--- config.mk ---
export PLATFORM = sky130hd
export DESIGN_NAME = load_store_unit
export DESIGN_NICKNAME = d
export VERILOG_FILES = /design/src/rtl/lsu_pkg.sv /design/src/rtl/lsu_lane_align.sv /design/src/rtl/load_store_unit.sv
export SDC_FILE = /design/constraint.sdc
export NUM_CORES = 1
export LEC_CHECK = 0
export CORE_MARGIN = 2
export CORE_UTILIZATION = 30
export DETAILED_ROUTE_END_ITERATION = 10
export PLACE_DENSITY = 0.59
export SKIP_CTS_REPAIR_TIMING = 1
export SYNTH_ARGS = -nofsm -noshare
export SYNTH_HDL_FRONTEND = slang
export SYNTH_HIERARCHICAL = 1
export SYNTH_SLANG_ARGS = --single-unit
--- constraint.sdc ---
create_clock -name clk -period 2.2 [get_ports clk]
set_clock_uncertainty 0.15 [all_clocks]
set_input_delay 0.66 -clock clk [delete_from_list [all_inputs] [get_ports clk]]
set_output_delay 0.66 -clock clk [all_outputs]
set_load 0.01 [all_outputs]
--- src/rtl/lsu_pkg.sv ---
// Shared types and helpers for the load/store unit: FSM state encoding,
// Funct3 access-size codes and the byte-enable generator.
package lsu_pkg;

  typedef enum logic [1:0] {
    S_IDLE   = 2'b00,
    S_ACCEPT = 2'b01,
    S_RESP   = 2'b10,
    S_DONE   = 2'b11
  } lsu_state_e;

  localparam logic [2:0] F3_B  = 3'b000;
  localparam logic [2:0] F3_H  = 3'b001;
  localparam logic [2:0] F3_W  = 3'b010;
  localparam logic [2:0] F3_BU = 3'b100;
  localparam logic [2:0] F3_HU = 3'b101;

  // Byte enables for an access of the size encoded in f3[1:0] at byte offset a.
  function automatic logic [3:0] be_gen(input logic [2:0] f3, input logic [1:0] a);
    logic [3:0] be;
    case (f3[1:0])
      2'b00:   be = 4'b0001 << a;
      2'b01:   be = 4'b0011 << {a[1], 1'b0};
      default: be = 4'b1111;
    endcase
    return be;
  endfunction

endpackage

--- src/rtl/lsu_lane_align.sv ---
// Combinational lane steering: store-data replication and byte enables on the
// way out, load lane selection and sign/zero extension on the way back.
module lsu_lane_align
  import lsu_pkg::*;
(
  input  logic [2:0]  st_f3,
  input  logic [1:0]  st_alo,
  input  logic [31:0] st_data,
  output logic [3:0]  st_be,
  output logic [31:0] st_wdata,
  input  logic [2:0]  ld_f3,
  input  logic [1:0]  ld_alo,
  input  logic [31:0] ld_rdata,
  output logic [31:0] ld_data
);

  logic [31:0]        ld_shift;
  logic signed [7:0]  ld_byte;
  logic signed [15:0] ld_half;

  // Store side: replicate the low byte/half across every lane it may land in.
  always_comb begin
    st_be    = be_gen(st_f3, st_alo);
    st_wdata = st_data;
    case (st_f3[1:0])
      2'b00:   st_wdata = {4{st_data[7:0]}};
      2'b01:   st_wdata = {2{st_data[15:0]}};
      default: st_wdata = st_data;
    endcase
  end

  // Load side: shift the addressed lane down to bit 0, then extend by type.
  always_comb begin
    ld_shift = ld_rdata >> {ld_alo, 3'b000};
    ld_byte  = ld_shift[7:0];
    ld_half  = ld_shift[15:0];
    ld_data  = ld_shift;
    case (ld_f3)
      F3_B:    ld_data = {{24{ld_byte[7]}}, ld_byte};
      F3_H:    ld_data = {{16{ld_half[15]}}, ld_half};
      F3_BU:   ld_data = {24'd0, ld_shift[7:0]};
      F3_HU:   ld_data = {16'd0, ld_shift[15:0]};
      default: ld_data = ld_shift;
    endcase
  end

endmodule

--- src/rtl/load_store_unit.sv ---
// Memory-stage load/store unit: one data-memory transaction per core request
// over a req/ready/rvalid bus, with stall, timeout abort and extended loads.
// Optional build macro MISALIGN_TRAP_EN: misaligned H/W accesses complete
// immediately with Err instead of having their low address bits masked.
module load_store_unit
  import lsu_pkg::*;
#(
  parameter int TIMEOUT = 16
) (
  input  logic        clk,
  input  logic        rst_n,
  input  logic        Req,
  input  logic        MemWrite,
  input  logic [2:0]  Funct3,
  input  logic [31:0] ALUResult,
  input  logic [31:0] WriteData,
  output logic        Stall,
  output logic        Done,
  output logic [31:0] ReadData,
  output logic        Err,
  output logic        mem_req,
  output logic        mem_we,
  output logic [31:0] mem_addr,
  output logic [31:0] mem_wdata,
  output logic [3:0]  mem_be,
  input  logic        mem_ready,
  input  logic        mem_rvalid,
  input  logic [31:0] mem_rdata
);

  localparam int CW = $clog2(TIMEOUT + 1);
  localparam logic [CW-1:0] TO_LAST = CW'(TIMEOUT - 1);

  lsu_state_e  state_q, state_d;
  logic [CW-1:0] cnt_q;
  logic [2:0]  f3_q;
  logic [1:0]  alo_q;
  logic        we_q;

  logic        f3_legal, trap, timeout;
  logic [1:0]  alo_eff;
  logic        accept_op, fin_err, fin_cap;
  logic [3:0]  st_be;
  logic [31:0] st_wdata, ld_data;

  // Decode the request operands: legality, misalignment trap and masked offset.
  always_comb begin
    f3_legal = (Funct3 == F3_B) || (Funct3 == F3_H) || (Funct3 == F3_W) ||
               (!MemWrite && ((Funct3 == F3_BU) || (Funct3 == F3_HU)));
    case (Funct3[1:0])
      2'b01:   alo_eff = {ALUResult[1], 1'b0};
      2'b10:   alo_eff = 2'b00;
      default: alo_eff = ALUResult[1:0];
    endcase
`ifdef MISALIGN_TRAP_EN
    trap = ((Funct3[1:0] == 2'b01) && ALUResult[0]) ||
           ((Funct3[1:0] == 2'b10) && (ALUResult[1:0] != 2'b00));
`else
    trap = 1'b0;
`endif
  end

  assign timeout = (cnt_q == TO_LAST);
  assign Stall   = Req & ~Done;

  lsu_lane_align u_align (
    .st_f3    (Funct3),
    .st_alo   (alo_eff),
    .st_data  (WriteData),
    .st_be    (st_be),
    .st_wdata (st_wdata),
    .ld_f3    (f3_q),
    .ld_alo   (alo_q),
    .ld_rdata (mem_rdata),
    .ld_data  (ld_data)
  );

  // Next-state logic and completion qualifiers.
  always_comb begin
    state_d   = state_q;
    accept_op = 1'b0;
    fin_err   = 1'b0;
    fin_cap   = 1'b0;
    case (state_q)
      S_IDLE: begin
        if (Req) begin
          if (!f3_legal || trap) begin
            state_d = S_DONE;
            fin_err = 1'b1;
          end else begin
            state_d   = S_ACCEPT;
            accept_op = 1'b1;
          end
        end
      end
      S_ACCEPT: begin
        if (mem_ready) begin
          if (we_q) begin
            state_d = S_DONE;
          end else if (mem_rvalid) begin
            state_d = S_DONE;
            fin_cap = 1'b1;
          end else begin
            state_d = S_RESP;
          end
        end else if (timeout) begin
          state_d = S_DONE;
          fin_err = 1'b1;
        end
      end
      S_RESP: begin
        if (mem_rvalid) begin
          state_d = S_DONE;
          fin_cap = 1'b1;
        end else if (timeout) begin
          state_d = S_DONE;
          fin_err = 1'b1;
        end
      end
      S_DONE:  state_d = S_IDLE;
      default: state_d = S_IDLE;
    endcase
  end

  // State register.
  always_ff @(posedge clk or negedge rst_n) begin
    if (!rst_n) state_q <= S_IDLE;
    else        state_q <= state_d;
  end

  // Handshake wait counter: restarts on every state change.
  always_ff @(posedge clk or negedge rst_n) begin
    if (!rst_n)                                       cnt_q <= '0;
    else if (state_d != state_q)                      cnt_q <= '0;
    else if (state_q == S_ACCEPT || state_q == S_RESP) cnt_q <= cnt_q + 1'b1;
  end

  // Bus request and operand registers, captured once when an op is accepted.
  always_ff @(posedge clk or negedge rst_n) begin
    if (!rst_n) begin
      mem_req   <= 1'b0;
      mem_we    <= 1'b0;
      mem_addr  <= '0;
      mem_wdata <= '0;
      mem_be    <= '0;
      f3_q      <= '0;
      alo_q     <= '0;
      we_q      <= 1'b0;
    end else if (accept_op) begin
      mem_req   <= 1'b1;
      mem_we    <= MemWrite;
      mem_addr  <= {ALUResult[31:2], 2'b00};
      mem_wdata <= MemWrite ? st_wdata : 32'd0;
      mem_be    <= st_be;
      f3_q      <= Funct3;
      alo_q     <= alo_eff;
      we_q      <= MemWrite;
    end else if (state_q == S_ACCEPT && state_d != S_ACCEPT) begin
      mem_req   <= 1'b0;
      mem_we    <= 1'b0;
    end
  end

  // Completion outputs: valid only in the single DONE cycle.
  always_ff @(posedge clk or negedge rst_n) begin
    if (!rst_n) begin
      Done     <= 1'b0;
      Err      <= 1'b0;
      ReadData <= '0;
    end else begin
      Done     <= (state_d == S_DONE);
      Err      <= fin_err;
      ReadData <= fin_cap ? ld_data : 32'd0;
    end
  end

endmodule

==> metrics.txt <==
Root Buffer clkbuf_16; Die ar. 0.0207 sq mm; fin area 0.00933 sq mm; slew margin rel. 58.3%; power per cell area 1240 mW/mm^2; CTS Buffer Depth 2; worst skew pair latency 0.41 ns; global placement routability congestion 0.861; row count 51; Critical Path RT around 1.4 ns; detailed placement HPWL 12.7 mm; initial antenna violation count 0; Post-synth EDFFs 0; reg2reg end cnt_q[4]; Antenna Nets Post-Route 0; Top delay family on crit path buffers and inverters; first-pass GRT wire length 26.2 mm; Initial Util 30.4%; Max stage delay cell, worst path clkdlybuf4s50_1; Main synth FF type dfrtp_1; Fin. Hold Viols 0; r2r startpoint cnt_q[0]; Final Critical Period 2.18 ns; Crit path arrival time between 1 and 1.5 ns; worst reg2reg path depth 10; Routed WL 17.0 mm; Post-synth ARST share 100%; via/cell ratio 4.54; Cells after Synth 554; CTS tree built; highest-count cells in the layout ignoring fill and taps clkdlybuf4s50_1, dfrtp_1, nand2_1; period utilization 99.0%; post-synthesis area per instance 10.6 sq um; FF-to-FF setup slack 0.06 ns; cts bufs inserted 17; Mapped Area slightly below 0.006 sq mm; Core ar. about 0.019 sq mm; commonest non-fill, non-tap cell in the layout clkdlybuf4s50_1; Die Y 144 microns; Worst-path clk slew 0.06 ns; clk sinks 115; number of global-route vias before repair 5027; Remaining DRCs 0; WL per Instance 15.8 microns; peak supply drop 591 uV; ANT cells 0; Seq cells post-synth ~120; total of warnings raised by yosys 6; Max Freq 459 MHz; post-synthesis sequential area ratio about half; critical path's largest stage delay around 0.56 ns; CP Max Fanout 2; library cells used by synthesis between 50 and 60; GRT Residual Overflow 0; status finished, final reports clean; critical path class reg2out; drt first pass iters 6; # fillers 1761; max_cap viols 0; Pins Over Slew Limit 0; Hold Crit Class in2async; I/O pin count 210; pin count of the biggest net entering global routing 73; Tot GR Track Use 16.4%; crit path launch type flip-flop; crit path buf inv count 1; total negative setup slack 0 ns; total power 0.0116 W; Area Overhead vs Synth 58.7%; Layout Utilization 48.3%; hold_ws 0.0953 ns; layout cells sized above 1 about 22%; crit path cell chain clkdlybuf4s50_1; Slew @ Worst Pin 0.623 ns; NumNets Final 909; P_leak about 4.3 nW; H-tree depth 4; Die X around 140 microns; Port Buffers 207; dpl cell area 0.00849 sq mm; via count 4869; initial drt markers 272; Crit. End Element output port; # setup viols final 0
-- cell families after synthesis --
| family | Yosys count | synth area share (%) |
|---|---|---|
| mux | 82 | 17.5 |
| xor+xnor | 3 | 0.447 |
| buf+inv | 56 | 5.43 |
| fa+ha+maj | 10 | 2.13 |
| other cells | 1 | 0.0638 |
| flops | 115 | 48.9 |
| simple gates | 181 | 14.2 |
| compound gates | 106 | 11.3 |
-- where the power goes --
group          leakage [nW]  switching (W)  internal (W)
sequential             1.49       0.000515       0.00289
clock                 0.285        0.00105       0.00182
combinational          2.51        0.00225       0.00303
-- how the worst max path moves through the flow --
stage               cells after the start           from  slack, ns             to
global route                            1   mem_wdata[0]    -0.0008   mem_wdata[0]
detailed placement                      9      Funct3[1]      -0.71  mem_wdata[20]
global placement                        9      Funct3[1]      -0.65  mem_wdata[23]
CTS                                     4            Req      -0.48          Stall
finish                                  1  mem_wdata[15]       0.02  mem_wdata[15]
floorplan                               8      Funct3[1]      0.006   mem_addr[10]
-- Yosys cell counts, types with 2 or more instances --
master | number | share of area (%)
a211oi_1 | 16 | 2.0
a21o_1 | 5 | 0.64
o21ai_0 | 36 | 3.1
buf_6 | 8 | 1.5
nand2b_1 | 2 | 0.21
nand2_1 | 94 | 6.0
a21oi_1 | 8 | 0.68
nor3_1 | 4 | 0.34
xor2_1 | 2 | 0.30
o22ai_1 | 3 | 0.32
clkbuf_1 | 18 | 1.1
dfrtp_1 | 115 | 49
nor2b_1 | 10 | 1.1
buf_2 | 6 | 0.51
o21ai_2 | 2 | 0.30
inv_1 | 12 | 0.77
mux2_4 | 37 | 9.4
mux2_2 | 16 | 3.1
o21bai_1 | 3 | 0.38
nand3_1 | 2 | 0.17
mux2i_1 | 29 | 4.9
o21ai_1 | 18 | 1.5
nand3b_1 | 3 | 0.38
buf_4 | 11 | 1.4
and2_1 | 32 | 3.4
nor2_1 | 28 | 1.8
ha_1 | 10 | 2.1
-- per-stage QoR --
stage	setup WS [ns]	cells
after floorplan	0.00595	555
after global placement	-0.650	1034
after detailed placement	-0.709	1034
after CTS	-0.480	1066
after global routing	-0.000831	1072
final	0.0215	1072
-- metal layers --
layer | vias up | global-route usage, % | share of wire (%)
met5 | - | 0 | 0
met3 | 19 | 3.97 | 5.6
met1 | 2345 | 21.3 | 46
met4 | 0 | 6.86 | 1.8
li1 | 2360 | - | -
met2 | 145 | 26.1 | 47
-- state kept, by name, indices dropped and copies added, names as in the netlist --
name       cells
we_q           1
mem_be         4
ReadData      32
cnt_q          5
mem_req        1
mem_we         1
f3_q           3
Done           1
state_q        2
alo_q          2
Err            1
mem_addr      30
mem_wdata     32
-- area by class of cell --
class                   instances  area [sq um]  area share (%)
repair buffers                264          2640            28.3
clock buffers                  18           439            4.71
clock inverters                14           180            1.93
multi-input cells             384          2810            30.1
inverters                      12          47.5           0.510
flip-flops and latches        115          2880            30.8
well taps                     265           332            3.55
(Power assumes the default switching activity.)
